### config.mk
export PLATFORM = sky130hd
export DESIGN_NAME = sc_spi_dbuf_flat
export DESIGN_NICKNAME = d
export VERILOG_FILES = /design/src/rtl/sc_spi_dbuf_if.sv /design/src/rtl/sc_spi_dbuf.sv /design/src/flat_wrapper.sv
export SDC_FILE = /design/constraint.sdc
export NUM_CORES = 1
export LEC_CHECK = 0
export CELL_PAD_IN_SITES_DETAIL_PLACEMENT = 1
export CELL_PAD_IN_SITES_GLOBAL_PLACEMENT = 2
export CORE_UTILIZATION = 35
export CTS_CLUSTER_DIAMETER = 200
export DETAILED_ROUTE_END_ITERATION = 8
export GPL_TIMING_DRIVEN = 0
export HOLD_SLACK_MARGIN = 0.12
export PLACE_DENSITY_LB_ADDON = 0.1
export SLEW_MARGIN = 20
export SYNTH_ARGS = -nofsm -noshare
export SYNTH_HDL_FRONTEND = slang
export SYNTH_SLANG_ARGS = --single-unit
### constraint.sdc
create_clock -name sysclk -period 4.21 [get_ports sysclk]
set_clock_uncertainty 0.1 [all_clocks]
set_input_delay 0.421 -clock sysclk [delete_from_list [all_inputs] [get_ports sysclk]]
set_output_delay 0.421 -clock sysclk [all_outputs]
set_load 0.03 [all_outputs]
### src/rtl/sc_spi_dbuf_if.sv
// sc_spi_dbuf_if: register-block and SPI-engine signals of the SPI data buffer.
interface sc_spi_dbuf_if;
    logic        txwe;
    logic [31:0] txwdata;
    logic        txclr;
    logic        rxre;
    logic [31:0] rxrdata;
    logic        rxclr;
    logic        go;
    logic [4:0]  txcount;
    logic [4:0]  rxcount;
    logic        txovf;
    logic        rxovf;
    logic        rxerr;
    logic        busy;
    logic        done;
    logic        txstart;
    logic        spibusy;
    logic        spicomplete;
    logic [3:0]  txdpt;
    logic [31:0] txdata;
    logic [31:0] rxdata;
    logic [3:0]  rxdpt;
    logic        rxvalid;
    modport master (
        output txwe, txwdata, txclr, rxre, rxclr, go, spibusy, spicomplete, txdpt, rxdata, rxdpt, rxvalid,
        input  rxrdata, txcount, rxcount, txovf, rxovf, rxerr, busy, done, txstart, txdata
    );
    modport slave (
        input  txwe, txwdata, txclr, rxre, rxclr, go, spibusy, spicomplete, txdpt, rxdata, rxdpt, rxvalid,
        output rxrdata, txcount, rxcount, txovf, rxovf, rxerr, busy, done, txstart, txdata
    );
endinterface

### src/rtl/sc_spi_dbuf.sv
// sc_spi_dbuf: TX word buffer, RX FIFO and transfer sequencer in front of the SPI engine.
module sc_spi_dbuf #(
    parameter int DEPTH = 16,
    parameter int NSYNC = 2
) (
    input logic          sysclk,
    input logic          sysrst,
    sc_spi_dbuf_if.slave bus
);
    localparam int AW = $clog2(DEPTH);
    typedef enum logic [1:0] {IDLE, START, RUN, FIN} state_t;
    state_t state, state_nx;
    logic [31:0] txmem [DEPTH];
    logic [31:0] rxmem [DEPTH];
    logic [4:0] txcount, rxcount;
    logic [AW-1:0] wp, rp;
    logic [3:0] exp_idx;
    logic [NSYNC-1:0] sync;
    logic sync_q, spibusy_q, txovf, rxovf, rxerr;
    logic go_ok, tx_full, tx_wr, strobe, cap, pop, rx_full, rx_wr;
    assign go_ok   = state == IDLE && bus.go && txcount != 5'd0 && !bus.spibusy;
    assign tx_full = txcount == 5'(DEPTH);
    assign tx_wr   = bus.txwe && !bus.txclr && state == IDLE && !tx_full;
    assign strobe  = sync[NSYNC-1] && !sync_q;
    assign cap     = strobe && !bus.rxclr;
    assign pop     = bus.rxre && rxcount != 5'd0 && !bus.rxclr;
    assign rx_full = rxcount == 5'(DEPTH);
    // a pop frees the slot in the same cycle, so a full FIFO still accepts the capture
    assign rx_wr   = cap && (!rx_full || pop);
    always_comb begin
        state_nx = state == IDLE  ? (go_ok ? START : IDLE) :
                   state == START ? (bus.spibusy ? RUN : START) :
                   state == RUN   ? ((bus.spicomplete || (spibusy_q && !bus.spibusy)) ? FIN : RUN) :
                   IDLE;
    end
    always_ff @(posedge sysclk or posedge sysrst) begin
        if (sysrst) begin
            state     <= IDLE;
            spibusy_q <= 1'b0;
            txcount   <= '0;
            txovf     <= 1'b0;
        end else begin
            state     <= state_nx;
            spibusy_q <= bus.spibusy;
            txcount   <= (bus.txclr || state == FIN) ? 5'd0 : tx_wr ? txcount + 5'd1 : txcount;
            txovf     <= bus.txclr ? 1'b0 : (bus.txwe && (state != IDLE || tx_full)) ? 1'b1 : txovf;
        end
    end
    always_ff @(posedge sysclk) begin
        if (tx_wr) txmem[txcount[AW-1:0]] <= bus.txwdata;
        if (rx_wr) rxmem[wp] <= bus.rxdata;
    end
    always_ff @(posedge sysclk or posedge sysrst) begin
        if (sysrst) begin
            sync    <= '0;
            sync_q  <= 1'b0;
            exp_idx <= '0;
            wp      <= '0;
            rp      <= '0;
            rxcount <= '0;
            rxovf   <= 1'b0;
            rxerr   <= 1'b0;
        end else begin
            sync    <= {sync[NSYNC-2:0], bus.rxvalid};
            sync_q  <= sync[NSYNC-1];
            exp_idx <= go_ok ? 4'd0 : cap ? exp_idx + 4'd1 : exp_idx;
            if (bus.rxclr) begin
                wp      <= '0;
                rp      <= '0;
                rxcount <= '0;
                rxovf   <= 1'b0;
                rxerr   <= 1'b0;
            end else begin
                if (rx_wr) wp <= wp + 1'b1;
                if (pop) rp <= rp + 1'b1;
                rxcount <= rxcount + {4'd0, rx_wr} - {4'd0, pop};
                if (cap && !rx_wr) rxovf <= 1'b1;
                if (cap && bus.rxdpt != exp_idx) rxerr <= 1'b1;
            end
        end
    end
    assign bus.txdata  = txmem[bus.txdpt[AW-1:0]];
    assign bus.rxrdata = rxcount != 5'd0 ? rxmem[rp] : 32'd0;
    assign bus.txcount = txcount;
    assign bus.rxcount = rxcount;
    assign bus.txovf   = txovf;
    assign bus.rxovf   = rxovf;
    assign bus.rxerr   = rxerr;
    assign bus.busy    = state != IDLE;
    assign bus.done    = state == FIN;
    assign bus.txstart = state == START;
endmodule

### src/flat_wrapper.sv
// flat-port wrapper written by rule: the top's interface ports become plain ports
module sc_spi_dbuf_flat 
#(
    parameter int DEPTH = 16,
    parameter int NSYNC = 2
)
  (sysclk, sysrst, bus_txwe, bus_txwdata, bus_txclr, bus_rxre, bus_rxclr, bus_go, bus_spibusy, bus_spicomplete, bus_txdpt, bus_rxdata, bus_rxdpt, bus_rxvalid, bus_rxrdata, bus_txcount, bus_rxcount, bus_txovf, bus_rxovf, bus_rxerr, bus_busy, bus_done, bus_txstart, bus_txdata);
  sc_spi_dbuf_if bus_i ();
  input logic sysclk;
  input logic sysrst;
  input wire logic [$bits(bus_i.txwe)-1:0] bus_txwe;
  input wire logic [$bits(bus_i.txwdata)-1:0] bus_txwdata;
  input wire logic [$bits(bus_i.txclr)-1:0] bus_txclr;
  input wire logic [$bits(bus_i.rxre)-1:0] bus_rxre;
  input wire logic [$bits(bus_i.rxclr)-1:0] bus_rxclr;
  input wire logic [$bits(bus_i.go)-1:0] bus_go;
  input wire logic [$bits(bus_i.spibusy)-1:0] bus_spibusy;
  input wire logic [$bits(bus_i.spicomplete)-1:0] bus_spicomplete;
  input wire logic [$bits(bus_i.txdpt)-1:0] bus_txdpt;
  input wire logic [$bits(bus_i.rxdata)-1:0] bus_rxdata;
  input wire logic [$bits(bus_i.rxdpt)-1:0] bus_rxdpt;
  input wire logic [$bits(bus_i.rxvalid)-1:0] bus_rxvalid;
  output wire logic [$bits(bus_i.rxrdata)-1:0] bus_rxrdata;
  output wire logic [$bits(bus_i.txcount)-1:0] bus_txcount;
  output wire logic [$bits(bus_i.rxcount)-1:0] bus_rxcount;
  output wire logic [$bits(bus_i.txovf)-1:0] bus_txovf;
  output wire logic [$bits(bus_i.rxovf)-1:0] bus_rxovf;
  output wire logic [$bits(bus_i.rxerr)-1:0] bus_rxerr;
  output wire logic [$bits(bus_i.busy)-1:0] bus_busy;
  output wire logic [$bits(bus_i.done)-1:0] bus_done;
  output wire logic [$bits(bus_i.txstart)-1:0] bus_txstart;
  output wire logic [$bits(bus_i.txdata)-1:0] bus_txdata;
  assign bus_i.txwe = bus_txwe;
  assign bus_i.txwdata = bus_txwdata;
  assign bus_i.txclr = bus_txclr;
  assign bus_i.rxre = bus_rxre;
  assign bus_i.rxclr = bus_rxclr;
  assign bus_i.go = bus_go;
  assign bus_i.spibusy = bus_spibusy;
  assign bus_i.spicomplete = bus_spicomplete;
  assign bus_i.txdpt = bus_txdpt;
  assign bus_i.rxdata = bus_rxdata;
  assign bus_i.rxdpt = bus_rxdpt;
  assign bus_i.rxvalid = bus_rxvalid;
  assign bus_rxrdata = bus_i.rxrdata;
  assign bus_txcount = bus_i.txcount;
  assign bus_rxcount = bus_i.rxcount;
  assign bus_txovf = bus_i.txovf;
  assign bus_rxovf = bus_i.rxovf;
  assign bus_rxerr = bus_i.rxerr;
  assign bus_busy = bus_i.busy;
  assign bus_done = bus_i.done;
  assign bus_txstart = bus_i.txstart;
  assign bus_txdata = bus_i.txdata;
  sc_spi_dbuf #(.DEPTH(DEPTH), .NSYNC(NSYNC)) u_core (.sysclk(sysclk), .sysrst(sysrst), .bus(bus_i));
endmodule
* Word level (Yosys, flattened, before mapping)
Memory sizes are Yosys's and may differ from the RTL's.
Cells that the tools add are included.
W data, S select, Z words.
** Word-level totals
- Memories kept :: 2
- Output and inout port bits :: 80
- Logic and storage cells :: 89
- Input bits :: 82
- Bits in writable memories :: 1024
- Flip-flop bits (word level) :: 31
** Memories
- u_core.rxmem :: words 16, bits a word 32, rd ports 1, clocked after Yosys merged registers in 0, write ports 1, RTL line sc_spi_dbuf.sv:14 : logic [31:0] rxmem [DEPTH];
- u_core.txmem :: words 16, bits a word 32, rd ports 1, clocked after Yosys merged registers in 0, write ports 1, RTL line sc_spi_dbuf.sv:13 : logic [31:0] txmem [DEPTH];
** Operators by class
- Reduce and logical (&&, ||, !) cells :: 37
- Equal/unequal tests :: 6
- Multiplexer cells :: 26
- Add/sub/neg operators :: 6
** Operator list (number)
- $mux W32 :: 1
- $mux W4 :: 6
- $reduce_bool A2 Y1 :: 8
- $logic_and A1 B1 Y1 :: 15
- $mux W5 :: 3
- $add A4 B1 Y4 const B :: 3
- $mux W1 :: 12
- $eq A5 B5 Y1 const B :: 2
- $reduce_bool A5 Y1 :: 2
- $mux W2 :: 4
- $logic_not A1 Y1 :: 7
- $add A5 B1 Y5 :: 1
- $add A5 B1 Y5 const B :: 1
- $sub A5 B1 Y5 :: 1
- $eq A2 B2 Y1 const B :: 2
- $logic_or A1 B1 Y1 :: 4
- $ne A4 B4 Y1 :: 1
- $eq A2 B1 Y1 const B :: 1
- $logic_not A2 Y1 :: 1

* Logic depth before layout (Yosys ltp)
Gate-level depths: netlist of run 1.
- Depth in word-level cells :: 9
- Mapped depth :: 15
- Mapped depth without buffers :: 14

* Least setup slack after synthesis of run 1
No wires, ideal clock.
- Kind :: reg2reg
- From :: register u_core.txcount[0] (netlist: u_core.bus.txcount[0])
- To :: memory u_core.txmem[2][0] (enable)
- Path buffers :: 1
- Arrival :: 3.696 ns
- Clock period less this slack :: 4.257 ns
- Required time :: 3.649 ns
- Path slack :: -0.047 ns
- Setup time :: 0.461 ns
- Stages on the path, launching flop included :: 8
- Cell sequence :: dfrtp_1 > inv_1 > ha_1 > nand4bb_1 > and2_1 > clkbuf_1 > nand2_1 > nor3_1
** Between the ends
- Cells in the longest elaborated chain, start to end :: 5
** Ends and longest elaborated chain
- start, declared :: RTL line sc_spi_dbuf.sv:15 : logic [4:0] txcount, rxcount;
- start signal, assigned :: RTL line sc_spi_dbuf.sv:45 : txcount <= (bus.txclr || state == FIN) ? 5'd0 : tx_wr ? txcount + 5'd1 : txcount;
- $eq A5 B5 Y1 :: RTL line sc_spi_dbuf.sv:22 : assign tx_full = txcount == 5'(DEPTH);
- $logic_not A1 Y1 :: RTL line sc_spi_dbuf.sv:23 : assign tx_wr = bus.txwe && !bus.txclr && state == IDLE && !tx_full;
- $logic_and A1 B1 Y1 :: RTL line sc_spi_dbuf.sv:23
- $mux W1 :: RTL line sc_spi_dbuf.sv:50 : if (tx_wr) txmem[txcount[AW-1:0]] <= bus.txwdata;
- $mux W1 (implied by the code) :: RTL line sc_spi_dbuf.sv:50
- end, declared :: RTL line sc_spi_dbuf.sv:13
Parallel ways exist; a longest one is shown, timed or not.

* Worst setup path in the final report of run 1
- From :: register u_core.rxcount[3] (netlist: u_core.bus.rxcount[3])
- To :: output port bus_rxrdata[30]
** Between the ends
- Cells in the longest elaborated chain, start to end :: 2
** Ends and longest elaborated chain
- start, declared :: RTL line sc_spi_dbuf.sv:15
- start signal, assigned :: RTL line sc_spi_dbuf.sv:76 : rxcount <= rxcount + {4'd0, rx_wr} - {4'd0, pop};
- $reduce_bool A5 Y1 :: RTL line sc_spi_dbuf.sv:83 : assign bus.rxrdata = rxcount != 5'd0 ? rxmem[rp] : 32'd0;
- $mux W32 :: RTL line sc_spi_dbuf.sv:83
- end, declared :: RTL line flat_wrapper.sv:23 : output wire logic [$bits(bus_i.rxrdata)-1:0] bus_rxrdata;
Every way passes these cells.

==> results of run 1 <==
## cells in the mapped netlist, types with 7 or more instances
master / n
and2_1: 16
nor2b_1: 8
nor3_1: 7
ha_1: 16
dfrtp_1: 31
a22oi_1: 128
xnor2_1: 9
nand3_1: 8
and3_1: 34
a221o_1: 32
buf_2: 33
clkbuf_1: 59
nand2_1: 47
xor2_1: 7
edfxtp_1: 1024
inv_1: 19
mux4_2: 192
nor2_1: 36
buf_1: 8
mux2i_1: 130
## per-stage QoR
step / TNS (ns) / power (mW) / instance area [µm²]
global route: 0 / 27.0 / 48900
floorplan: -2.94 / 14.8 / 40400
detailed placement: -0.147 / 16.7 / 45200
finish: 0 / 26.1 / 48900
global placement: -1536.05 / 16.7 / 43900
CTS: 0 / 26.5 / 48900
## layout make-up
cell class / instances / share of cell area
inverter: 19 / 0.00146
clock buffer: 140 / 0.0616
buffer: 104 / 0.0113
timing repair buffer: 217 / 0.0563
multi-input combinational: 712 / 0.174
antenna: 2 / 0.000102
tap: 1512 / 0.0387
clock inverter: 71 / 0.0118
sequential: 1055 / 0.645
## routing by layer
metal / vias to the layer above / GRT usage / share of wire
li1: 8586 / - / -
met5: - / 0 / 0.0011
met1: 10607 / 0.226 / 0.40
met3: 179 / 0.0342 / 0.039
met2: 381 / 0.337 / 0.53
met4: 18 / 0.0447 / 0.023
## logic make-up (layout without fill, tap and decap cells)
kind of cell,Yosys count,in the layout
XOR/XNOR,16,16
flip-flops,1055,1055
multiplexers,322,322
adder cells (fa/ha/maj),17,17
buffers and inverters,123,551
AO/OA/AOI/OAI,180,180
other,0,2
AND/OR/NAND/NOR,177,177
## report_power, final
part / internal, mW / switching, mW
sequential: 11.7 / 0.109
combinational: 1.87 / 2.73
clock: 5.60 / 4.05
## worst paths after layout
path,from,end,cells after the start
min in group asynchronous,sysrst,u_core.state[1],3
max reg2reg,u_core.bus.rxcount[3],u_core.bus.rxcount[4],15
max in group asynchronous,sysrst,u_core.bus.rxcount[0],3
min,bus_spibusy,u_core.spibusy_q,1
min reg2reg,u_core.sync[0],u_core.sync[1],0
max,u_core.bus.rxcount[3],bus_rxrdata[30],9
## worst register-to-register path, stage by stage, from the launching register on
cell	delay, ns
dfrtp_1	0.42
inv_1	0.09
ha_1	0.15
or4b_1	0.43
buf_2	0.19
nand2_1	0.15
nor2_1	0.07
ha_1	0.29
inv_1	0.05
ha_1	0.16
inv_1	0.07
fa_1	0.40
nor2b_1	0.16
o21bai_1	0.11
a21oi_1	0.17
nor3b_1	0.06
## registers in the layout (all words and copies together) (netlist names)
| name | flops |
|---|---|
| u_core.rxmem | 512 |
| u_core.txmem | 512 |
| u_core.bus.rxcount | 5 |
| u_core.bus.txcount | 5 |
| u_core.exp_idx | 4 |
| u_core.rp | 4 |
| u_core.wp | 4 |
| u_core.state | 2 |
| u_core.sync | 2 |
| u_core.bus.rxerr | 1 |
| u_core.bus.rxovf | 1 |
| u_core.bus.txovf | 1 |
| u_core.spibusy_q | 1 |
| u_core.sync_q | 1 |
## cell usage in the layout, fill, tap and decap left out, types with 11 or more instances in the layout
cell type and n:
nand2_1 47, nor2_1 18, clkbuf_1 58, mux2i_1 130
buf_16 29, clkinv_1 35, clkinv_2 18, mux4_2 192
ha_1 16, dfrtp_1 31, edfxtp_1 1024, and3_1 34
clkbuf_2 20, a221o_1 32, clkdlybuf4s50_1 145, inv_1 18
dlygate4sd2_1 11, clkbuf_16 117, buf_2 21, a22oi_1 128
nor2_4 16, buf_4 24
## timing repair
| item | CTS | global route |
|---|---|---|
| setup endpoints to repair | 32 | 6 |
| pin swaps | 0 | 0 |
| hold buffers | 2 | 0 |
| resized for setup | 68 | 5 |
| hold endpoints to repair | 32 | 0 |
==> reports/results.tsv, run 1 <==
stage	metric	value	unit
run_status	status	complete, no violations	
yosys	syn_inst	1890	
timing	slew_headroom	0.309	
die	ios	162	
critical_path	slowest_delay	0.60	ns
timing	rsz0062_at_grt	false	
job	max_cap_violations	0	
yosys	synth_cell_types	43	
global_routing	track_usage	0.185	
route	dr.pass1.iters	5	
clock_network	cts_buffer_depth	3	
finish	layout.cells.non_filler	3832	
yosys	ys_seq_elements	1055	
yosys	synth_compound_area_frac	0.0350	
finish	drive_gt1_frac	0.219	
clock_network	cts_buffers	115	
clock_network	cts_setup_buffers	0	
finish	post-route-util	0.428	
yosys	synthMuxAreaShare	0.139	
route	num_vias	19771	
finish	nets	2323	
route	wirelength	107000	µm
die	rows	124	
die	dieArea	117000	µm²
timing	fmax	245	MHz
yosys	synth.net_count	1989	
critical_path	startpoint_type	flip-flop	
yosys	yosysSeqAreaShare	0.781	
clock_network	cts_tree	built	
global_routing	overflow	0	
clock_network	clk_latency	0.69	ns
critical_path	arrival	3.56	ns
die	fp.dieH	342	µm
die	die_x	342	µm
global_routing	antenna_found_initial	12	
yosys	synth_top_flop_cell	edfxtp_1	
critical_path	cp_top_family	buffers and inverters	
clock_network	root_buffer	clkbuf_16	
timing	whs	0.217	ns
route	via_per_inst	5.16	
clock_network	clkTransAtPathRegs	0.06	ns
timing	setup_viol_count_final	0	
yosys	synthSimpleGateAreaFrac	0.0227	
yosys	synth_top_area_cell	edfxtp_1	
clock_network	cts_htree_levels	3	
yosys	ys_async_sr_fraction	0.0294	
critical_path	crit_required	3.69	ns
place	hpwl	68900	µm
yosys	synth_top_family_by_area	multiplexers	
yosys	synthAdderAreaFrac	0.00545	
critical_path	worst-path-buf-inv	4	
critical_path	cp_max_fo	10	
critical_path	cp_cell_sequence	inv_1, ha_1, or4b_1, buf_2, nor2b_4, clkbuf_2, and3_1, a221o_1, clkdlybuf4s50_1	
pwr	p_leak	15.5	nW
die	coreArea	114000	µm²
timing	timing.final.crit_share	0.968	
yosys	synth_warnings	0	
place	gp_congestion	0.710	
yosys	synth-edff-count	1024	
global_routing	grt_pass1_wl	155000	µm
yosys	avgSynthCellArea	21.4	µm²
route	drtAntennaViolNets	0	
yosys	synthTopCellsByArea	edfxtp_1 76%, mux4_2 11%, mux2i_1 3.2%	
global_routing	grt_pass1_vias	21822	
finish	multi_input_comb_area	8510	µm²
timing	slew_violations	0	
timing	min_period	4.08	ns
global_routing	grt_start_max_net_pins	33	
route	routedWlPerCell	27.9	µm
pwr	p_per_area	533	nW/µm²
route	drcViolationCount	0	
critical_path	critical_path.endpoint_type	primary output	
yosys	synth_xor_area_frac	0.00347	
timing	final-hold-violation-count	0	
die	start_util	0.353	
finish	regArea	31500	µm²
finish	fill_cells	10544	
place	dp_slack	-0.0410	ns
route	drt_iter0_drc	1243	
timing	tightest_slew	1.04	ns
critical_path	critPathSlowestCell	clkdlybuf4s50_1	
critical_path	reg2reg_slack	1.02	ns
critical_path	crit_type	reg -> out	
timing	finalWorstSetupSlack	0.133	ns
place	dp_cells	3617	
finish	area_delta_synth_final	21.1	%
clock_network	cts_sinks	1055	
yosys	yosysTopAreaCellShare	0.762	
yosys	syn-cell-area	40400	µm²
hold_path	holdCritPathClass	in -> reg	
place	io_buffers	159	
pwr	ir_drop	0.000296	V
Note: power is estimated with default switching activity, not from simulation.
==> run 2: changes to the inputs <==
--- a/config.mk
+++ b/config.mk
@@ -8,7 +8,6 @@
 export CELL_PAD_IN_SITES_DETAIL_PLACEMENT = 1
 export CELL_PAD_IN_SITES_GLOBAL_PLACEMENT = 2
 export CORE_UTILIZATION = 35
-export CTS_CLUSTER_DIAMETER = 200
 export DETAILED_ROUTE_END_ITERATION = 8
 export GPL_TIMING_DRIVEN = 0
 export HOLD_SLACK_MARGIN = 0.12
==> results of run 2 <==
Final layout, timing and power as in run 1 (identical DEF).
==> run 3: changes to the inputs <==
==> constraint.sdc (replaced) <==
create_clock -name sysclk -period 4.2 [get_ports sysclk]
set_clock_uncertainty 0.1 [all_clocks]
set_input_delay 0.42 -clock sysclk [delete_from_list [all_inputs] [get_ports sysclk]]
set_output_delay 0.42 -clock sysclk [all_outputs]
set_load 0.03 [all_outputs]
==> run 3 against run 2 <==
  * Die area unchanged
  * Cell count unchanged
  * Utilization about the same
  * Sequential share of layout area about the same
  * Final area about the same
  * Register-to-register slack about the same
  * Worst setup slack worse by 0.0092 ns
  * Critical path type unchanged
  * Largest cell class unchanged
==> reports/results.tsv, run 3 (synthesis results as in run 1) <==
stage	metric	value	unit
critical_path	critical_path.endpoint_type	primary output	
critical_path	slowest_delay	0.60	ns
global_routing	grt_util_met1	0.226	
global_routing	grtUsageMet3	0.0342	
finish	layout_commonest_cell	edfxtp_1	
critical_path	crit_required	3.68	ns
finish	final_cell_mix	1024 x edfxtp_1, 192 x mux4_2, 144 x clkdlybuf4s50_1	
pwr	ir_drop	0.000297	V
global_routing	grt_pass1_wl	155000	µm
die	start_util	0.353	
route	num_vias	19766	
global_routing	grt_start_max_net_pins	33	
clock_network	root_buffer	clkbuf_16	
global_routing	grt_util_met2	0.337	
route	drtAntennaViolNets	0	
global_routing	overflow	0	
critical_path	arrival	3.56	ns
clock_network	cts_tree	built	
critical_path	worst-path-buf-inv	4	
timing	fmax	245	MHz
global_routing	antenna_found_initial	12	
place	gp_congestion	0.710	
route	wirelength	107000	µm
global_routing	busiest_layer	met2	
global_routing	track_usage	0.185	
pwr	power	26.1	mW
critical_path	startpoint_type	flip-flop	
finish	drive_gt1_frac	0.219	
die	die_x	342	µm
die	rows	124	
clock_network	clkTransAtPathRegs	0.06	ns
timing	slew_headroom	0.309	
route	drt_iter0_drc	1243	
critical_path	cp_cell_sequence	inv_1, ha_1, or4b_1, buf_2, nor2b_4, clkbuf_2, and3_1, a221o_1, clkdlybuf4s50_1	
route	drcViolationCount	0	
clock_network	clk_latency	0.69	ns
clock_network	cts_buffer_depth	3	
critical_path	cp_top_family	buffers and inverters	
finish	area_delta_synth_final	21.1	%
timing	min_period	4.08	ns
route	dr.pass1.iters	5	
timing	setup_viol_count_final	0	
critical_path	cp_max_fo	10	
die	fp.dieH	342	µm
place	io_buffers	159	
timing	tightest_slew	1.04	ns
run_status	status	complete, no violations	
die	ios	162	
clock_network	cts_buffers	115	
critical_path	critPathSlowestCell	clkdlybuf4s50_1	
timing	timing.final.crit_share	0.971	
job	max_cap_violations	0	
timing	whs	0.216	ns
clock_network	cts_htree_levels	3	
timing	rsz0062_at_grt	false	
clock_network	cts_setup_buffers	0	
pwr	p_per_area	534	nW/µm²
timing	slew_violations	0	
global_routing	grt_pass1_vias	21822	
finish	nets	2323	
clock_network	cts_sinks	1055	
die	dieArea	117000	µm²
route	via_per_inst	5.16	
critical_path	crit_type	reg -> out	
finish	post-route-util	0.428	
timing	final-hold-violation-count	0	
route	routedWlPerCell	27.9	µm
place	hpwl	68900	µm
die	coreArea	114000	µm²
hold_path	holdCritPathClass	in -> reg	
pwr	p_leak	15.5	nW
run 3: timing repair:
action | CTS | global route
hold buffers | 2 | 0
endpoints found under the hold margin | 32 | 0
resized for setup | 68 | 7
setup endpoints to repair | 32 | 8
run 3: path summary, 6_finish.rpt:
| kind | from | end | slack [ns] | cells after the start |
|---|---|---|---|---|
| setup / recovery | u_core.bus.rxcount[3] | bus_rxrdata[30] | 0.12 | 9 |
| setup reg to reg | u_core.bus.rxcount[3] | u_core.bus.rxcount[4] | 1.01 | 15 |
| max in group asynchronous | sysrst | u_core.bus.rxcount[0] | 2.89 | 3 |
| min in group asynchronous | sysrst | u_core.state[1] | 0.62 | 3 |
| hold / removal | bus_spibusy | u_core.spibusy_q | 0.22 | 1 |
| hold reg to reg | u_core.sync[0] | u_core.sync[1] | 0.25 | 0 |
run 3: report_power, final:
group          switching, mW  internal (mW)  total, mW  leakage (nW)
registers              0.109           11.7       11.8          9.62
clock network           4.06           5.62       9.68          1.75
logic                   2.74           1.87       4.61          4.13
run 3: layout make-up:
class	instances	area (µm²)
Fill cell	10543	65400
Sequential cell	1055	31500
Multi-Input combinational cell	712	8510
Clock buffer	140	3010
Timing Repair Buffer	217	2760
Tap cell	1512	1890
Clock inverter	71	578
Buffer	104	557
Inverter	19	71.3
Antenna cell	2	5.00
run 3: per-stage QoR:
stage	std cells	TNS (ns)	setup WS (ns)	instance area (µm²)
detailed placement	3617	-0.203	-0.0500	45200
floorplan	1890	-3.58	-0.0562	40400
finish	3832	0	0.124	48900
global placement	3561	-1545.32	-3.55	43900
CTS	3830	0	0.0000870	48900
global route	3830	0	0.00357	48900
run 3: per-layer routing:
metal,up-vias,routed length (µm)
li1,8586,-
met1,10604,43200
met2,378,57100
met3,180,4120
met4,18,2460
met5,-,119
